$ cat src/rtl/memory_stage.sv
// ============================================================================
//  Module      : memory_stage
//  Description : Y86-64 memory stage. Decodes the data-memory access of one
//                instruction per handshake, drives a req/ack RAM port and
//                returns valM plus an address/RAM error flag.
//                Optional macro MEM_TIMEOUT_EN: abort a request that sees no
//                ack within TIMEOUT_CYCLES cycles.
//  Revision    : 1.0 - initial release
// ============================================================================
`default_nettype none

module memory_stage #(
    parameter int MEM_BYTES      = 8192,
    parameter int TIMEOUT_CYCLES = 16
) (
    input  logic        clk_i,
    input  logic        rst_i,
    input  logic        valid_i,
    output logic        ready_o,
    input  logic [3:0]  icode_i,
    input  logic [63:0] valE_i,
    input  logic [63:0] valA_i,
    input  logic [63:0] valP_i,
    output logic        mem_req_o,
    output logic        mem_we_o,
    output logic [63:0] mem_addr_o,
    output logic [63:0] mem_wdata_o,
    input  logic        mem_ack_i,
    input  logic [63:0] mem_rdata_i,
    input  logic        mem_err_i,
    output logic        done_o,
    output logic [63:0] valM_o,
    output logic        dmem_error_o
);

    localparam logic [63:0] c_max_addr = 64'(MEM_BYTES - 8);

    localparam logic [3:0] c_icode_rmmovq = 4'h4;
    localparam logic [3:0] c_icode_mrmovq = 4'h5;
    localparam logic [3:0] c_icode_call   = 4'h8;
    localparam logic [3:0] c_icode_ret    = 4'h9;
    localparam logic [3:0] c_icode_pushq  = 4'hA;
    localparam logic [3:0] c_icode_popq   = 4'hB;

    typedef enum logic [1:0] {
        ST_IDLE = 2'd0,
        ST_REQ  = 2'd1,
        ST_DONE = 2'd2
    } state_t;

    // Parameter sanity: an 8-byte access must fit and the timeout must be nonzero.
    generate
        if (MEM_BYTES < 8 || TIMEOUT_CYCLES < 1) begin : g_bad_param
            $error("memory_stage: MEM_BYTES must be >= 8 and TIMEOUT_CYCLES >= 1");
        end
    endgenerate

    state_t      r_state;
    logic        r_ready;
    logic        r_req;
    logic        r_we;
    logic [63:0] r_addr;
    logic [63:0] r_wdata;
    logic        r_done;
    logic [63:0] r_valm;
    logic        r_err;

    logic        w_is_mem;
    logic        w_we;
    logic [63:0] w_addr;
    logic [63:0] w_wdata;
    logic        w_in_range;
    logic        w_accept;

`ifdef MEM_TIMEOUT_EN
    localparam int c_cnt_w = ($clog2(TIMEOUT_CYCLES + 1) > 5) ? $clog2(TIMEOUT_CYCLES + 1) : 5;
    localparam logic [c_cnt_w-1:0] c_cnt_last = c_cnt_w'(TIMEOUT_CYCLES - 1);
    logic [c_cnt_w-1:0] r_cnt;
`endif

    // Access decode: stack ops pop/return through valA, everything else uses valE.
    always_comb begin
        w_is_mem = 1'b0;
        w_we     = 1'b0;
        w_addr   = valE_i;
        w_wdata  = valA_i;
        case (icode_i)
            c_icode_rmmovq, c_icode_pushq: begin
                w_is_mem = 1'b1;
                w_we     = 1'b1;
            end
            c_icode_call: begin
                w_is_mem = 1'b1;
                w_we     = 1'b1;
                w_wdata  = valP_i;
            end
            c_icode_mrmovq: begin
                w_is_mem = 1'b1;
            end
            c_icode_popq, c_icode_ret: begin
                w_is_mem = 1'b1;
                w_addr   = valA_i;
            end
            default: begin
                w_is_mem = 1'b0;
            end
        endcase
    end

    // Single unsigned compare: anything near 2^64 is simply above the limit.
    assign w_in_range = (w_addr <= c_max_addr);
    assign w_accept   = valid_i && r_ready;

    always_ff @(posedge clk_i) begin
        if (rst_i) begin
            r_state <= ST_IDLE;
            r_ready <= 1'b0;
            r_req   <= 1'b0;
            r_we    <= 1'b0;
            r_addr  <= 64'd0;
            r_wdata <= 64'd0;
            r_done  <= 1'b0;
            r_valm  <= 64'd0;
            r_err   <= 1'b0;
`ifdef MEM_TIMEOUT_EN
            r_cnt   <= '0;
`endif
        end else begin
            r_done <= 1'b0;
            case (r_state)
                ST_IDLE: begin
                    if (w_accept) begin
                        r_we    <= w_we;
                        r_addr  <= w_addr;
                        r_wdata <= w_wdata;
                        r_ready <= 1'b0;
                        if (w_is_mem && w_in_range) begin
                            r_state <= ST_REQ;
                            r_req   <= 1'b1;
`ifdef MEM_TIMEOUT_EN
                            r_cnt   <= '0;
`endif
                        end else begin
                            // No-access or out-of-range: finish without touching RAM.
                            r_state <= ST_DONE;
                            r_done  <= 1'b1;
                            r_valm  <= 64'd0;
                            r_err   <= w_is_mem;
                        end
                    end else begin
                        r_ready <= 1'b1;
                    end
                end
                ST_REQ: begin
                    if (mem_ack_i) begin
                        r_state <= ST_DONE;
                        r_req   <= 1'b0;
                        r_done  <= 1'b1;
                        r_valm  <= r_we ? 64'd0 : mem_rdata_i;
                        r_err   <= mem_err_i;
                    end
`ifdef MEM_TIMEOUT_EN
                    else if (r_cnt >= c_cnt_last) begin
                        r_state <= ST_DONE;
                        r_req   <= 1'b0;
                        r_done  <= 1'b1;
                        r_valm  <= 64'd0;
                        r_err   <= 1'b1;
                    end else begin
                        r_cnt <= r_cnt + 1'b1;
                    end
`endif
                end
                ST_DONE: begin
                    r_state <= ST_IDLE;
                    r_ready <= 1'b1;
                end
                default: begin
                    r_state <= ST_IDLE;
                    r_req   <= 1'b0;
                    r_ready <= 1'b0;
                end
            endcase
        end
    end

    assign ready_o      = r_ready;
    assign mem_req_o    = r_req;
    assign mem_we_o     = r_we;
    assign mem_addr_o   = r_addr;
    assign mem_wdata_o  = r_wdata;
    assign done_o       = r_done;
    assign valM_o       = r_valm;
    assign dmem_error_o = r_err;

endmodule

`default_nettype wire

$ cat config.mk
export PLATFORM = sky130hd
export DESIGN_NAME = memory_stage
export DESIGN_NICKNAME = d
export VERILOG_FILES = /design/src/rtl/memory_stage.sv
export SDC_FILE = /design/constraint.sdc
export NUM_CORES = 1
export LEC_CHECK = 0
export CAP_MARGIN = 20
export CELL_PAD_IN_SITES_DETAIL_PLACEMENT = 0
export CELL_PAD_IN_SITES_GLOBAL_PLACEMENT = 2
export CORE_MARGIN = 5
export CORE_UTILIZATION = 25
export CTS_CLUSTER_DIAMETER = 30
export CTS_CLUSTER_SIZE = 30
export DETAILED_ROUTE_END_ITERATION = 8
export PLACE_DENSITY = 0.95
export SETUP_SLACK_MARGIN = 0.05
export SYNTH_ARGS = -nofsm -noshare
export SYNTH_HDL_FRONTEND = slang
export SYNTH_SLANG_ARGS = --single-unit
$ cat constraint.sdc
create_clock -name clk_i -period 3.2 [get_ports clk_i]
set_clock_uncertainty 0.2 [all_clocks]
set_input_delay 0.64 -clock clk_i [delete_from_list [all_inputs] [get_ports clk_i]]
set_output_delay 0.64 -clock clk_i [all_outputs]
set_load 0.02 [all_outputs]
==> flow_results.xml <==
<?xml version="1.0" encoding="UTF-8"?>
<metrics>
  <group name="synthesis">
    <metric name="muxShareOfSynthArea" unit="%">13.13</metric>
    <metric name="synth-compound-area-share" unit="%">16.94</metric>
    <metric name="synthesis.area_per_instance" unit="um2">8.736</metric>
    <metric name="synth_enable_flop_cells" unit="">0</metric>
    <metric name="synth_xor_xnor_area_share" unit="%">0</metric>
    <metric name="mappedNetlistArea" unit="um2">9758</metric>
    <metric name="yosysUniqueCellTypes" unit="">32</metric>
    <metric name="postSynth.topFlopCell" unit="">sky130_fd_sc_hd__dfxtp_1</metric>
    <metric name="synth_top_family_by_area" unit="">simple AND/OR/NAND/NOR gates</metric>
    <metric name="yosys_warns" unit="">0</metric>
    <metric name="synth_top_cell_by_area" unit="">sky130_fd_sc_hd__dfxtp_1</metric>
    <metric name="async_reset_ff_share" unit="%">0</metric>
    <metric name="synth_seq_area_share" unit="%">40.83</metric>
    <metric name="synthesis.nets" unit="">1382</metric>
    <metric name="synth-simple-area-share" unit="%">23.55</metric>
    <metric name="synth-seq-cells" unit="">199</metric>
    <metric name="netlist_top_cells_area" unit="">sky130_fd_sc_hd__dfxtp_1 41%, sky130_fd_sc_hd__mux2i_1 13%, sky130_fd_sc_hd__a211oi_1 9.9%</metric>
    <metric name="commonest_cells_post_synth" unit="">199 x sky130_fd_sc_hd__dfxtp_1, 135 x sky130_fd_sc_hd__nor2_1, 129 x sky130_fd_sc_hd__a211oi_1, 129 x sky130_fd_sc_hd__nand3_1, 128 x sky130_fd_sc_hd__mux2i_1</metric>
    <metric name="post_synth_fa_ha_maj_area_fraction" unit="%">0</metric>
    <metric name="post-synth-top-area-fraction" unit="%">40.83</metric>
    <metric name="netlist_instances" unit="">1117</metric>
    <metric name="post-synth-top-count-cell" unit="">sky130_fd_sc_hd__dfxtp_1</metric>
  </group>
  <group name="timing">
    <metric name="max-slew-margin-rel" unit="%">45.79</metric>
    <metric name="slew_viol_final" unit="">0</metric>
    <metric name="slew_of_the_pin_with_the_lowest_slew_margin" unit="ns">0.8132</metric>
    <metric name="rsz0062_at_grt" unit="">false</metric>
    <metric name="period_minus_slack" unit="ns">2.999</metric>
    <metric name="hold_slack" unit="ns">0.2552</metric>
    <metric name="crit_share_post_route" unit="%">93.72</metric>
    <metric name="report.final.setup_viol" unit="">0</metric>
    <metric name="report.final.hold_viol_count" unit="">0</metric>
    <metric name="finalWorstSetupSlack" unit="ns">0.2011</metric>
    <metric name="max_freq" unit="MHz">333.5</metric>
  </group>
  <group name="floorplanning">
    <metric name="io_pins" unit="">462</metric>
    <metric name="die_w" unit="um">207.6</metric>
    <metric name="start_util" unit="%">25.25</metric>
    <metric name="dieArea" unit="um2">43080</metric>
    <metric name="core_region_area" unit="um2">38650</metric>
    <metric name="chipHeight" unit="um">207.6</metric>
    <metric name="rows" unit="">72</metric>
  </group>
  <group name="clocking">
    <metric name="post-cts-setup-buffers" unit="">0</metric>
    <metric name="tritoncts" unit="">yes</metric>
    <metric name="cts-root-buf" unit="">sky130_fd_sc_hd__clkbuf_16</metric>
    <metric name="htree_levels" unit="">4</metric>
    <metric name="clock_sinks" unit="">199</metric>
    <metric name="postCtsResizedCells" unit="">1</metric>
    <metric name="worst_setup_hold_path_clk_slew" unit="ns">0.07</metric>
    <metric name="cts_buffers" unit="">17</metric>
    <metric name="cts_buffer_depth" unit="">2</metric>
    <metric name="clock_latency_on_the_worst_skew_pair" unit="ns">0.44</metric>
    <metric name="ctsHoldBuffers" unit="">0</metric>
  </group>
  <group name="grt">
    <metric name="antenna_found_initial" unit="">2</metric>
    <metric name="grt.met3_usage" unit="%">6.680</metric>
    <metric name="vias_in_the_first_global_route" unit="">10520</metric>
    <metric name="global_route_wire_length_before_repair" unit="um">67720</metric>
    <metric name="gr_met1_demand_resource" unit="%">25.00</metric>
    <metric name="gr-usage-all-layers" unit="%">20.11</metric>
    <metric name="top_usage_layer" unit="">met2</metric>
    <metric name="pin_count_of_the_biggest_net_entering_global_routing" unit="">96</metric>
    <metric name="grt_util_met2" unit="%">32.93</metric>
    <metric name="overflow" unit="">0</metric>
  </group>
  <group name="placement">
    <metric name="pre_cts_slack" unit="ns">-0.6907</metric>
    <metric name="globalplace.congestion" unit="">0.8653</metric>
    <metric name="detailed_place_hpwl" unit="um">34310</metric>
    <metric name="buffer_ports.inserted" unit="">461</metric>
    <metric name="placed_cells" unit="">2043</metric>
  </group>
  <group name="critical_path">
    <metric name="cp.required" unit="ns">3.39</metric>
    <metric name="rr_startpoint" unit="">r_state[0]$_SDFFE_PP0P_</metric>
    <metric name="critical_path_cell_count" unit="">8</metric>
    <metric name="cpPeakStageDelay" unit="ns">0.59</metric>
    <metric name="worst-path-max-fanout" unit="">13</metric>
    <metric name="crit_chain" unit="">clkdlybuf4s50_1, nor4_1, nand4_1, nor4_4, buf_12, buf_4, o2111ai_1, nand3_1</metric>
    <metric name="rr_worst_depth" unit="">6</metric>
    <metric name="worstPathBufferInverterCount" unit="">3</metric>
    <metric name="r2r_end" unit="">valM_o[9]$_SDFFE_PP0P_</metric>
    <metric name="critPathSlowestCell" unit="">sky130_fd_sc_hd__nor4_1</metric>
    <metric name="timing.critical_path.arrival" unit="ns">3.19</metric>
    <metric name="r2r_setup_slack" unit="ns">1.04</metric>
    <metric name="criticalPathCategory" unit="">in2reg</metric>
    <metric name="cpLargestDelayFamily" unit="">simple AND/OR/NAND/NOR gates</metric>
    <metric name="worst_setup_path_startpoint" unit="">valA_i[57]</metric>
    <metric name="worstSetupEndpointType" unit="">flip-flop</metric>
    <metric name="timing.critical_path.to" unit="">valM_o[33]$_SDFFE_PP0P_</metric>
    <metric name="start_kind" unit="">primary input</metric>
  </group>
  <group name="finish">
    <metric name="area_delta_synth_final" unit="%">63.11</metric>
    <metric name="total_area_of_multi_input_combinational_cells" unit="um2">5278</metric>
    <metric name="final_util" unit="%">41.18</metric>
    <metric name="final_nets" unit="">1809</metric>
    <metric name="combined_flip_flop_and_latch_cell_area" unit="um2">3984</metric>
    <metric name="final_layout_size_suffix_gt1_share" unit="%">7.322</metric>
    <metric name="filler_free_cell_count_of_the_finished_design" unit="">2077</metric>
    <metric name="fill_cell_count" unit="">3803</metric>
  </group>
  <group name="routing">
    <metric name="vias" unit="">10530</metric>
    <metric name="wl" unit="um">45300</metric>
    <metric name="detail_route.iter0.violations" unit="">541</metric>
    <metric name="route.detailed.drc" unit="">0</metric>
    <metric name="drt-pass1-iter-count" unit="">5</metric>
    <metric name="post_drt_via_cell_ratio" unit="">5.069</metric>
    <metric name="route.antenna.remaining_nets" unit="">0</metric>
    <metric name="wire_per_inst" unit="um">21.81</metric>
  </group>
  <group name="power">
    <metric name="cellLeakagePower" unit="nW">5.791</metric>
    <metric name="power-per-cell-area" unit="nW/um2">386.6</metric>
    <metric name="worst_ir_drop_vdd" unit="uV">335.3</metric>
    <metric name="post-layout-total-power" unit="mW">6.154</metric>
  </group>
  <group name="min_path">
    <metric name="min-delay-path-class" unit="">reg2reg</metric>
  </group>
  <group name="run_status">
    <metric name="status" unit="">finished clean</metric>
  </group>
  <group name="job">
    <metric name="maxCapViolations" unit="">0</metric>
  </group>
</metrics>
-- state kept, by name, summed over array words and instances (netlist names) --
| register | flops |
|---|---|
| mem_addr_o | 64 |
| mem_wdata_o | 64 |
| valM_o | 64 |
| r_state | 2 |
| dmem_error_o | 1 |
| done_o | 1 |
| mem_req_o | 1 |
| mem_we_o | 1 |
| ready_o | 1 |
-- logic make-up after synthesis --
| family | Yosys count |
|---|---|
| buffers and inverters | 124 |
| AOI/OAI and AO/OA | 208 |
| DFF | 199 |
| and+or+nand+nor | 458 |
| muxes | 128 |
-- layout make-up --
class                   instances  share of cell area (%)
flip-flops and latches        199                   25.03
clock buffers                  22                   2.979
inverters                       1                 0.02358
multi-input cells             794                   33.16
clock inverters                10                  0.5974
repair buffers                531                   34.11
well taps                     518                   4.072
diodes                          2                 0.03144
-- worst reg2reg max path, delay by kind of cell, from the launching register on --
family                 cells  cell delay, ns
and+or+nand+nor            5            1.09
DFF                        1            0.53
buffers and inverters      1            0.29
-- worst min path at each step --
stage,start,to,slack (ns),cells past startpoint
final,mem_req_o$_SDFFE_PP0P_,mem_req_o$_SDFFE_PP0P_,0.26,2
after CTS,mem_req_o$_SDFFE_PP0P_,mem_req_o$_SDFFE_PP0P_,0.26,2
after floorplan,mem_req_o$_SDFFE_PP0P_,mem_req_o$_SDFFE_PP0P_,0.33,2
after global placement,mem_req_o$_SDFFE_PP0P_,mem_req_o$_SDFFE_PP0P_,0.24,2
after global routing,mem_req_o$_SDFFE_PP0P_,mem_req_o$_SDFFE_PP0P_,0.29,2
after detailed placement,mem_req_o$_SDFFE_PP0P_,mem_req_o$_SDFFE_PP0P_,0.25,2
-- where the power goes --
group | leakage, nW | internal, mW | switching, mW
registers | 1.63 | 2.59 | 0.0627
clock network | 0.276 | 1.14 | 1.03
logic | 3.89 | 0.674 | 0.650
-- placed cells by master (no fill, tap or decap), types with 2 or more instances in the layout --
cell                              count
sky130_fd_sc_hd__buf_4               47
sky130_fd_sc_hd__nor3_1               3
sky130_fd_sc_hd__clkinv_4             3
sky130_fd_sc_hd__clkbuf_8             3
sky130_fd_sc_hd__nand3_1            129
sky130_fd_sc_hd__clkbuf_1             2
sky130_fd_sc_hd__clkbuf_16           17
sky130_fd_sc_hd__o2111ai_1           68
sky130_fd_sc_hd__buf_12              23
sky130_fd_sc_hd__clkdlybuf4s50_1    460
sky130_fd_sc_hd__nand4_1              9
sky130_fd_sc_hd__dfxtp_1            199
sky130_fd_sc_hd__diode_2              2
sky130_fd_sc_hd__a211oi_1           129
sky130_fd_sc_hd__a21oi_1              3
sky130_fd_sc_hd__nor4_1              24
sky130_fd_sc_hd__nand2_1             74
sky130_fd_sc_hd__nor2_1             134
sky130_fd_sc_hd__nor4_4               2
sky130_fd_sc_hd__and3_1               2
sky130_fd_sc_hd__nand3b_1             3
sky130_fd_sc_hd__clkinvlp_4           2
sky130_fd_sc_hd__clkinv_2             3
sky130_fd_sc_hd__nand2b_1             2
sky130_fd_sc_hd__mux2i_1            128
sky130_fd_sc_hd__nor3b_1             66
sky130_fd_sc_hd__o21ai_0              3
-- layer usage --
metal	routed length, um	vias up
met5	0	-
met3	3770	50
met4	1216	0
met1	18890	4990
met2	21420	434
li1	-	5054
-- stage by stage --
stage | TNS [ns] | area (um2)
5_1_grt | 0 | 15910
3_5_place_dp | -44.06 | 15340
4_1_cts | 0 | 15910
6_report | 0 | 15920
2_1_floorplan | 0 | 9758
3_3_place_gp | -40.33 | 15340
(Power assumes the default switching activity.)
